## src/rtl/lsu_rv32_if.sv

```systemverilog
// lsu_rv32_if: bundles the core-side request/response handshake and the
// word-oriented memory port of the RV32 load/store unit.
//
// Parameter:
//   AddrWidth  byte-address width of the data memory
// Modports:
//   slave   - the LSU view: takes core requests, drives responses, and
//             drives the memory request side while taking memory replies
//   master  - the environment view: the core issuing requests plus the
//             memory answering them
// Signals:
//   req_valid/req_ready/req_we/req_funct3/req_addr/req_wdata  core request
//   resp_valid/resp_rdata/resp_err                            core response
//   mem_valid/mem_ready/mem_we/mem_addr/mem_be/mem_wdata      memory request
//   mem_rvalid/mem_rdata                                      memory read reply
interface lsu_rv32_if #(
  parameter int AddrWidth = 14
);
  logic                 req_valid;
  logic                 req_ready;
  logic                 req_we;
  logic [2:0]           req_funct3;
  logic [31:0]          req_addr;
  logic [31:0]          req_wdata;
  logic                 resp_valid;
  logic [31:0]          resp_rdata;
  logic                 resp_err;
  logic                 mem_valid;
  logic                 mem_ready;
  logic                 mem_we;
  logic [AddrWidth-1:0] mem_addr;
  logic [3:0]           mem_be;
  logic [31:0]          mem_wdata;
  logic                 mem_rvalid;
  logic [31:0]          mem_rdata;

  modport slave (
    input  req_valid, req_we, req_funct3, req_addr, req_wdata,
    input  mem_ready, mem_rvalid, mem_rdata,
    output req_ready, resp_valid, resp_rdata, resp_err,
    output mem_valid, mem_we, mem_addr, mem_be, mem_wdata
  );

  modport master (
    output req_valid, req_we, req_funct3, req_addr, req_wdata,
    output mem_ready, mem_rvalid, mem_rdata,
    input  req_ready, resp_valid, resp_rdata, resp_err,
    input  mem_valid, mem_we, mem_addr, mem_be, mem_wdata
  );
endinterface

```

## src/rtl/lsu_rv32.sv

```systemverilog
// lsu_rv32: RV32 load/store unit. Accepts one byte/half/word load or store
// from the core, turns it into one (or, for word-crossing accesses, two)
// word-aligned memory beats with byte enables, reassembles and extends load
// data, and returns a single-cycle response.
//
// Parameter:
//   AddrWidth  byte-address width of the data memory (2**AddrWidth bytes)
// Ports:
//   clk   single clock, rising edge
//   rst   synchronous, active-high reset
//   bus   lsu_rv32_if.slave - core request/response and memory port
//
// Build option:
//   MISALIGNED_SPLIT_EN  when defined, misaligned accesses are legal; those
//                        crossing a word boundary are split into two beats.
//                        When undefined, misaligned accesses return resp_err.
module lsu_rv32 #(
  parameter int AddrWidth = 14
) (
  input  logic      clk,
  input  logic      rst,
  lsu_rv32_if.slave bus
);

  typedef enum logic [2:0] {
    IDLE  = 3'd0,
    ACC0  = 3'd1,
    WAIT0 = 3'd2,
    ACC1  = 3'd3,
    WAIT1 = 3'd4,
    RESP  = 3'd5
  } state_t;

  localparam logic [AddrWidth-1:0] WordStep = AddrWidth'(3'd4);

  state_t               state_r;
  state_t               state_nxt_s;
  logic [AddrWidth-1:0] addr_r;
  logic                 we_r;
  logic [2:0]           funct3_r;
  logic [31:0]          wdata_r;
  logic                 err_r;
  // bytes 0..3 from beat 0, bytes 4..6 from beat 1 (byte 7 is never needed)
  logic [55:0]          raw_r;

  logic                 misalign_err_s;
  logic                 illegal_s;
  logic [1:0]           off_s;
  logic [7:0]           be_full_s;
  logic [63:0]          wdata_full_s;
  logic [AddrWidth-1:0] base_addr_s;
  logic                 two_beat_s;

  function automatic logic funct3_legal(input logic we, input logic [2:0] f3);
    case (f3)
      3'b000, 3'b001, 3'b010: funct3_legal = 1'b1;
      3'b100, 3'b101:         funct3_legal = ~we;
      default:                funct3_legal = 1'b0;
    endcase
  endfunction

  function automatic logic [7:0] size_mask(input logic [1:0] size);
    case (size)
      2'b00:   size_mask = 8'h01;
      2'b01:   size_mask = 8'h03;
      default: size_mask = 8'h0F;
    endcase
  endfunction

  // Shift the two captured beats so the addressed byte lands at bit 0.
  function automatic logic [31:0] align_load(input logic [55:0] raw, input logic [1:0] off);
    case (off)
      2'b00:   align_load = raw[31:0];
      2'b01:   align_load = raw[39:8];
      2'b10:   align_load = raw[47:16];
      2'b11:   align_load = raw[55:24];
      default: align_load = raw[31:0];
    endcase
  endfunction

  function automatic logic [31:0] extend_load(input logic [2:0] f3, input logic [31:0] v);
    case (f3)
      3'b000:  extend_load = {{24{v[7]}}, v[7:0]};
      3'b001:  extend_load = {{16{v[15]}}, v[15:0]};
      3'b100:  extend_load = {24'd0, v[7:0]};
      3'b101:  extend_load = {16'd0, v[15:0]};
      default: extend_load = v;
    endcase
  endfunction

  // Legality of the incoming request (decoded before it is registered).
  always_comb begin
`ifdef MISALIGNED_SPLIT_EN
    misalign_err_s = 1'b0;
`else
    case (bus.req_funct3[1:0])
      2'b01:   misalign_err_s = bus.req_addr[0];
      2'b10:   misalign_err_s = (bus.req_addr[1:0] != 2'b00);
      default: misalign_err_s = 1'b0;
    endcase
`endif
    illegal_s = ~funct3_legal(bus.req_we, bus.req_funct3)
              | ((bus.req_addr >> AddrWidth) != 32'd0)
              | misalign_err_s;
  end

  // Lane placement for both beats: the low nibble/word is beat 0, the high
  // nibble/word spills into beat 1 at the next word address.
  always_comb begin
    off_s        = addr_r[1:0];
    be_full_s    = size_mask(funct3_r[1:0]) << off_s;
    wdata_full_s = {32'd0, wdata_r} << {off_s, 3'b000};
    base_addr_s  = {addr_r[AddrWidth-1:2], 2'b00};
`ifdef MISALIGNED_SPLIT_EN
    two_beat_s   = (be_full_s[7:4] != 4'b0000);
`else
    two_beat_s   = 1'b0;
`endif
  end

  // Next-state logic.
  always_comb begin
    state_nxt_s = state_r;
    case (state_r)
      IDLE: begin
        if (bus.req_valid) begin
          state_nxt_s = illegal_s ? RESP : ACC0;
        end else begin
          state_nxt_s = IDLE;
        end
      end
      ACC0: begin
        if (bus.mem_ready) begin
          if (we_r) begin
            state_nxt_s = two_beat_s ? ACC1 : RESP;
          end else begin
            state_nxt_s = WAIT0;
          end
        end else begin
          state_nxt_s = ACC0;
        end
      end
      WAIT0: begin
        if (bus.mem_rvalid) begin
          state_nxt_s = two_beat_s ? ACC1 : RESP;
        end else begin
          state_nxt_s = WAIT0;
        end
      end
      ACC1: begin
        if (bus.mem_ready) begin
          state_nxt_s = we_r ? RESP : WAIT1;
        end else begin
          state_nxt_s = ACC1;
        end
      end
      WAIT1: begin
        if (bus.mem_rvalid) begin
          state_nxt_s = RESP;
        end else begin
          state_nxt_s = WAIT1;
        end
      end
      RESP:    state_nxt_s = IDLE;
      default: state_nxt_s = IDLE;
    endcase
  end

  // Outputs decoded from registered state; forced quiet while rst is high.
  always_comb begin
    bus.req_ready  = 1'b0;
    bus.resp_valid = 1'b0;
    bus.resp_err   = 1'b0;
    bus.resp_rdata = 32'd0;
    bus.mem_valid  = 1'b0;
    bus.mem_we     = 1'b0;
    bus.mem_addr   = '0;
    bus.mem_be     = 4'b0000;
    bus.mem_wdata  = 32'd0;
    if (rst) begin
      bus.req_ready = 1'b0;
    end else begin
      case (state_r)
        IDLE: bus.req_ready = 1'b1;
        ACC0: begin
          bus.mem_valid = 1'b1;
          bus.mem_we    = we_r;
          bus.mem_addr  = base_addr_s;
          bus.mem_be    = be_full_s[3:0];
          bus.mem_wdata = wdata_full_s[31:0];
        end
        ACC1: begin
          bus.mem_valid = 1'b1;
          bus.mem_we    = we_r;
          bus.mem_addr  = base_addr_s + WordStep;  // wraps at 2**AddrWidth
          bus.mem_be    = be_full_s[7:4];
          bus.mem_wdata = wdata_full_s[63:32];
        end
        RESP: begin
          bus.resp_valid = 1'b1;
          bus.resp_err   = err_r;
          bus.resp_rdata = (we_r | err_r) ? 32'd0
                         : extend_load(funct3_r, align_load(raw_r, off_s));
        end
        default: bus.req_ready = 1'b0;
      endcase
    end
  end

  // State register.
  always_ff @(posedge clk) begin
    if (rst) begin
      state_r <= IDLE;
    end else begin
      state_r <= state_nxt_s;
    end
  end

  // Request capture and read-beat collection.
  always_ff @(posedge clk) begin
    if (rst) begin
      addr_r   <= '0;
      we_r     <= 1'b0;
      funct3_r <= 3'b000;
      wdata_r  <= 32'd0;
      err_r    <= 1'b0;
      raw_r    <= 56'd0;
    end else begin
      if (state_r == IDLE && bus.req_valid) begin
        addr_r   <= bus.req_addr[AddrWidth-1:0];
        we_r     <= bus.req_we;
        funct3_r <= bus.req_funct3;
        wdata_r  <= bus.req_wdata;
        err_r    <= illegal_s;
        raw_r    <= 56'd0;
      end
      if (state_r == WAIT0 && bus.mem_rvalid) begin
        raw_r[31:0] <= bus.mem_rdata;
      end
      if (state_r == WAIT1 && bus.mem_rvalid) begin
        raw_r[55:32] <= bus.mem_rdata[23:0];
      end
    end
  end

endmodule

```

## src/flat_wrapper.sv

```systemverilog
// flat-port wrapper written by rule: the top's interface ports become plain ports
module lsu_rv32_flat 
#(
  parameter int AddrWidth = 14
)
  (clk, rst, bus_req_valid, bus_req_we, bus_req_funct3, bus_req_addr, bus_req_wdata, bus_mem_ready, bus_mem_rvalid, bus_mem_rdata, bus_req_ready, bus_resp_valid, bus_resp_rdata, bus_resp_err, bus_mem_valid, bus_mem_we, bus_mem_addr, bus_mem_be, bus_mem_wdata);
  lsu_rv32_if #(.AddrWidth(AddrWidth)) bus_i ();
  input  logic clk;
  input  logic rst;
  input wire logic [$bits(bus_i.req_valid)-1:0] bus_req_valid;
  input wire logic [$bits(bus_i.req_we)-1:0] bus_req_we;
  input wire logic [$bits(bus_i.req_funct3)-1:0] bus_req_funct3;
  input wire logic [$bits(bus_i.req_addr)-1:0] bus_req_addr;
  input wire logic [$bits(bus_i.req_wdata)-1:0] bus_req_wdata;
  input wire logic [$bits(bus_i.mem_ready)-1:0] bus_mem_ready;
  input wire logic [$bits(bus_i.mem_rvalid)-1:0] bus_mem_rvalid;
  input wire logic [$bits(bus_i.mem_rdata)-1:0] bus_mem_rdata;
  output wire logic [$bits(bus_i.req_ready)-1:0] bus_req_ready;
  output wire logic [$bits(bus_i.resp_valid)-1:0] bus_resp_valid;
  output wire logic [$bits(bus_i.resp_rdata)-1:0] bus_resp_rdata;
  output wire logic [$bits(bus_i.resp_err)-1:0] bus_resp_err;
  output wire logic [$bits(bus_i.mem_valid)-1:0] bus_mem_valid;
  output wire logic [$bits(bus_i.mem_we)-1:0] bus_mem_we;
  output wire logic [$bits(bus_i.mem_addr)-1:0] bus_mem_addr;
  output wire logic [$bits(bus_i.mem_be)-1:0] bus_mem_be;
  output wire logic [$bits(bus_i.mem_wdata)-1:0] bus_mem_wdata;
  assign bus_i.req_valid = bus_req_valid;
  assign bus_i.req_we = bus_req_we;
  assign bus_i.req_funct3 = bus_req_funct3;
  assign bus_i.req_addr = bus_req_addr;
  assign bus_i.req_wdata = bus_req_wdata;
  assign bus_i.mem_ready = bus_mem_ready;
  assign bus_i.mem_rvalid = bus_mem_rvalid;
  assign bus_i.mem_rdata = bus_mem_rdata;
  assign bus_req_ready = bus_i.req_ready;
  assign bus_resp_valid = bus_i.resp_valid;
  assign bus_resp_rdata = bus_i.resp_rdata;
  assign bus_resp_err = bus_i.resp_err;
  assign bus_mem_valid = bus_i.mem_valid;
  assign bus_mem_we = bus_i.mem_we;
  assign bus_mem_addr = bus_i.mem_addr;
  assign bus_mem_be = bus_i.mem_be;
  assign bus_mem_wdata = bus_i.mem_wdata;
  lsu_rv32 #(.AddrWidth(AddrWidth)) u_core (.clk(clk), .rst(rst), .bus(bus_i));
endmodule
```

## config.mk

```make
export PLATFORM = sky130hd
export DESIGN_NAME = lsu_rv32_flat
export DESIGN_NICKNAME = d
export VERILOG_FILES = /design/src/rtl/lsu_rv32_if.sv /design/src/rtl/lsu_rv32.sv /design/src/flat_wrapper.sv
export SDC_FILE = /design/constraint.sdc
export NUM_CORES = 1
export LEC_CHECK = 0
export ABC_AREA = 1
export BUFFER_PORTS_ARGS = -buffer_cell sky130_fd_sc_hd__buf_4
export CORE_UTILIZATION = 25
export CTS_BUF_LIST = sky130_fd_sc_hd__clkbuf_8
export DETAILED_ROUTE_END_ITERATION = 7
export SYNTH_ARGS = -nofsm -noshare
export SYNTH_HDL_FRONTEND = slang
export SYNTH_SLANG_ARGS = --single-unit
```

## constraint.sdc

```tcl
create_clock -name clk -period 3 [get_ports clk]
set_input_delay 0.3 -clock clk [delete_from_list [all_inputs] [get_ports clk]]
set_output_delay 0.3 -clock clk [all_outputs]
set_load 0.03 [all_outputs]
```

# == After elaboration in Yosys (flattened, before gate mapping) ==
# Cells that the tools add are included.
# totals
ff_bits,110
input_bits,105
out_inout_bits,87
# op_classes
bitwise,5
n_mux,36
shifts,2
addsub,1
eq_ne,18
reduce_logical,15
# op_table
cell,count
$pmux W32 S4,2
$mux W32,5
$pmux W32 S2,1
$shl A32 B5 Y64,1
$mux W56,1
$reduce_bool A32 Y1,1
$pmux W14 S2,1
$mux W24,1
$eq A3 B3 Y1 const B,6
$mux W3,6
$pmux W4 S2,2
$pmux W3 S5,1
$add A14 B3 Y14 const B,1
$mux W14,1
$mux W1,12
$eq A3 B1 Y1 const B,3
$eq A3 B2 Y1 const B,3
$logic_not A3 Y1,3
$shl A4 B2 Y8,1
$eq A2 B1 Y1 const B,3
$eq A2 B2 Y1 const B,3
$reduce_bool A2 Y1,3
$logic_not A2 Y1,2
$mux W4,1
other kinds (6),13

# == Depth between registers and ports, before layout ==
# depth
depth_word,9
ltp_mapped,10
mapped_depth_nobuf,10

# == Least setup slack after synthesis ==
# No wires, ideal clock.
# synth_path
kind,register to output
startpoint,register u_core.state_r[2]
endpoint,output bus_mem_wdata[21]
arrival_time_ns,1.780
stages_incl_launch_ff,8
setup_slack_ns,0.920
path_buffers,2
t_required_ns,2.700
path_cell_list,dfxtp_1 > buf_6 > inv_2 > nand2_4 > nor2_4 > inv_1 > clkbuf_1 > a31oi_1
# synth_between
elab_chain_cells,3
# synth_rtl
element,line_no,source
"start, declared",lsu_rv32.sv:36,state_t state_r;
"start signal, assigned",lsu_rv32.sv:215,state_r <= state_nxt_s;
$eq A3 B2 Y1 / $eq A3 B1 Y1 (equally long branches),lsu_rv32.sv:183,case (state_r)
$pmux W32 S2 (*),lsu_rv32.sv:183,
$mux W32 (*),lsu_rv32.sv:180,if (rst) begin
"end, declared",flat_wrapper.sv:26,output wire logic [$bits(bus_i.mem_wdata)-1:0] bus_mem_wdata;
# Every way passes the cells marked *; elsewhere a longest branch is shown, timed or not.

# == Worst setup path in the final report ==
# layout_path
startpoint,register u_core.state_r[1]
endpoint,output bus_mem_be[2]
# layout_between
elab_chain_cells,3
# layout_rtl
element,line_no,source
$eq A3 B2 Y1 / $eq A3 B1 Y1 (equally long branches),lsu_rv32.sv:183,
$pmux W4 S2 (*),lsu_rv32.sv:183,
$mux W4 (*),lsu_rv32.sv:180,
"end, declared",flat_wrapper.sv:25,output wire logic [$bits(bus_i.mem_be)-1:0] bus_mem_be;
# Marked as above.

==> key figures <==
Status
  – Status: finished with violations
  – Failing checks: DRC

Setup path
  – Slowest cell on crit path: dfxtp_1
  – Max stage delay on crit path: 480 ps
  – Arr. time, crit path: 2560 ps
  – Worst EP required: 2700 ps
  – Top cell by count, worst path: nor2_1
  – CP startpoint kind: flop
  – Critical path cell sequence: inv_2 -> nand2_1 -> nor2_4 -> inv_1 -> nor2_1 -> nor2_1 -> a21oi_1 -> buf_4
  – Worst r2r src: u_core.state_r[1]
  – Crit Path Class: flop to primary output
  – CP max FO: 15
  – Endpoint type of the worst setup path: primary output
  – Critical Path Start: u_core.state_r[1]

Clock tree
  – Post-CTS Resized: 0
  – H-tree depth: 3
  – Clk Latency, worst-skew pair: 410 ps
  – Root buf cell: clkbuf_8
  – # hold bufs at CTS: 0
  – Max clock buf depth: 2
  – Clock sinks: 110
  – CTS clock-pin slew for the worst setup and hold paths: 120 ps
  – Post-CTS setup buffer count: 0
  – CTS Buf Count: 9
  – CTS tree: yes

Floorplanning
  – Die area: 27700 sq um
  – Die Wd: 166 microns
  – Core box area: 26300 sq um
  – I/O pins: 192
  – Initial core utilization: 0.257
  – Rows: 59
  – Die height: 166 microns

Yosys
  – Count of state elements after synthesis: 110
  – Mean Syn Cell Area: 6.49 sq um
  – Post-synth cell types: 38
  – Cell taking the most area after synthesis: dfxtp_1
  – Count leader, synth: nand2_1
  – Area contributors post-synth: dfxtp_1, a21oi_1, o21ai_0
  – Async set or reset register ratio after synthesis: 0
  – Post-synth EDFFs: 0
  – Cells after Synth: 1040
  – Post-synth top area share: 0.326
  – Top post-synthesis cells by count: nand2_1, inv_1, a21oi_1, o21ai_0, dfxtp_1
  – Synth Warn #: 0
  – Main synth FF type: dfxtp_1
  – Sequential area share after synthesis: 0.326
  – Post-Syn Area: 6750 sq um

Placed design
  – RD Place Congestion: 0.990
  – Hpwl dp: 20400 microns
  – Cell area after placement: 8360 sq um
  – Number of buffers added on ports: 189

Routing
  – Number of remaining DRC errors: 5
  – DR iter-0 viols: 730
  – Final ANT Viol Nets: 0
  – Total Wirelength: 27000 microns
  – WL/cell: 17.7 microns
  – DR vias: 7801
  – Pre-antenna DRT Iters: 7
  – Vias per cell: 5.12

Run
  – Maxcap violations: 0

Timing
  – Final Critical Period: 2860 ps
  – Worst hold slack: 141 ps
  – Worst Tran Pin Value: 969 ps
  – Final hold vios: 0
  – Period utilisation layout: 0.954
  – Max Freq: 349 MHz
  – Setup violations, final: 0
  – Slew HR: 0.354
  – Post-Route Setup TNS: 0 ps
  – RSZ-0062 raised after global routing: no
  – Fin. max-slew vios: 0
  – Clock skew: 9.60 ps

Finish
  – Synth-to-layout area growth: 27.1%
  – Post-Route Utilization: 0.327
  – Design area: 8580 sq um
  – Share of cells above drive strength 1: 0.222
  – Nets: 1290

Pwr
  – Leakage: 3.33 nW
  – PD cells: 455 nW/um^2
  – Worst VDD drop: 0.176 mV
  – Post-route total power: 3.90 mW

Global route
  – Initial antenna violation count: 1
  – Largest net degree at the start of global routing: 86
  – Grt total ovfl: 0
  – All-Layer GR Usage: 0.190
  – Vias in the first global route: 7383
  – First-pass GRT wire length: 41200 microns

Min path
  – Worst Hold Launch: bus_req_wdata[7]
  – Hold crit path type: input port to flop
-- worst max-delay path, delay by kind of cell (launching register included) --
family | cells | cell delay, ps
compound gates | 1 | 290
buf+inv | 3 | 640
flops | 1 | 480
simple gates | 4 | 760
-- layout make-up --
| class | count | area [sq um] |
|---|---|---|
| inverter | 140 | 528 |
| multi-input combinational | 713 | 3670 |
| fill | 2920 | 17700 |
| clock inverter | 7 | 77.6 |
| tap | 335 | 419 |
| clock buffer | 9 | 124 |
| sequential | 110 | 2200 |
| timing repair buffer | 207 | 1550 |
| antenna | 2 | 5.00 |
-- worst paths after layout --
path / to / slack (ps) / cells past startpoint
worst min register to register: u_core.wdata_r[21] / 470 / 2
worst min-delay path: u_core.wdata_r[7] / 140 / 3
worst max register to register: u_core.raw_r[18] / 880 / 8
worst max-delay path: bus_mem_be[2] / 140 / 8
-- metal layers --
layer	global-route usage	routed length, microns	vias up	part of all wire
met5	0	0	-	0
met4	0.107	1250	0	0.046
met3	0.0265	1590	66	0.059
met2	0.305	12500	301	0.46
met1	0.244	11700	3635	0.43
li1	-	-	3799	-
-- layout by cell type (no fill, tap or decap), drive strengths merged --
master    instances
a211oi           16
a21oi           120
a221oi            7
a22oi            11
a31oi             6
a41oi             1
and2              1
and3              2
buf             207
clkbuf            9
clkinv            3
clkinvlp          1
conb              2
dfxtp           110
diode             2
ha                4
inv             143
nand2           149
nand3            59
nand4            36
nor2            114
nor3              6
nor4              2
o211ai           18
o21ai           112
o21bai            1
o22ai            44
or2               1
xor2              1
-- kinds of logic (layout without fill, tap and decap cells) --
| logic type | Yosys count | after routing | synth area share |
|---|---|---|---|
| AO/OA/AOI/OAI | 336 | 336 | 0.280 |
| XOR/XNOR | 1 | 1 | 0.00130 |
| adder cells (fa/ha/maj) | 4 | 4 | 0.00741 |
| AND/OR/NAND/NOR | 370 | 370 | 0.252 |
| buffers and inverters | 218 | 363 | 0.132 |
| other | 1 | 4 | 0.000556 |
| flip-flops | 110 | 110 | 0.326 |
-- registers in the layout (all words and copies together), names as in the netlist --
name and count:
u_core.state_r 3, u_core.wdata_r 32, u_core.err_r 1, u_core.addr_r 14, u_core.raw_r 56, u_core.we_r 1
u_core.funct3_r 3
-- power breakdown --
| group | switching, mW | internal (mW) |
|---|---|---|
| clock network | 0.612 | 0.330 |
| logic | 0.887 | 0.397 |
| registers | 0.0979 | 1.58 |
| total | 1.60 | 2.31 |
-- stage by stage --
stage / setup WS (ps) / cells
after floorplan: 920 / 1041
after global placement: 564 / 1505
after detailed placement: 510 / 1505
after CTS: 42.6 / 1521
after global routing: 4.30 / 1523
final: 138 / 1523
(Power assumes the default switching activity.)
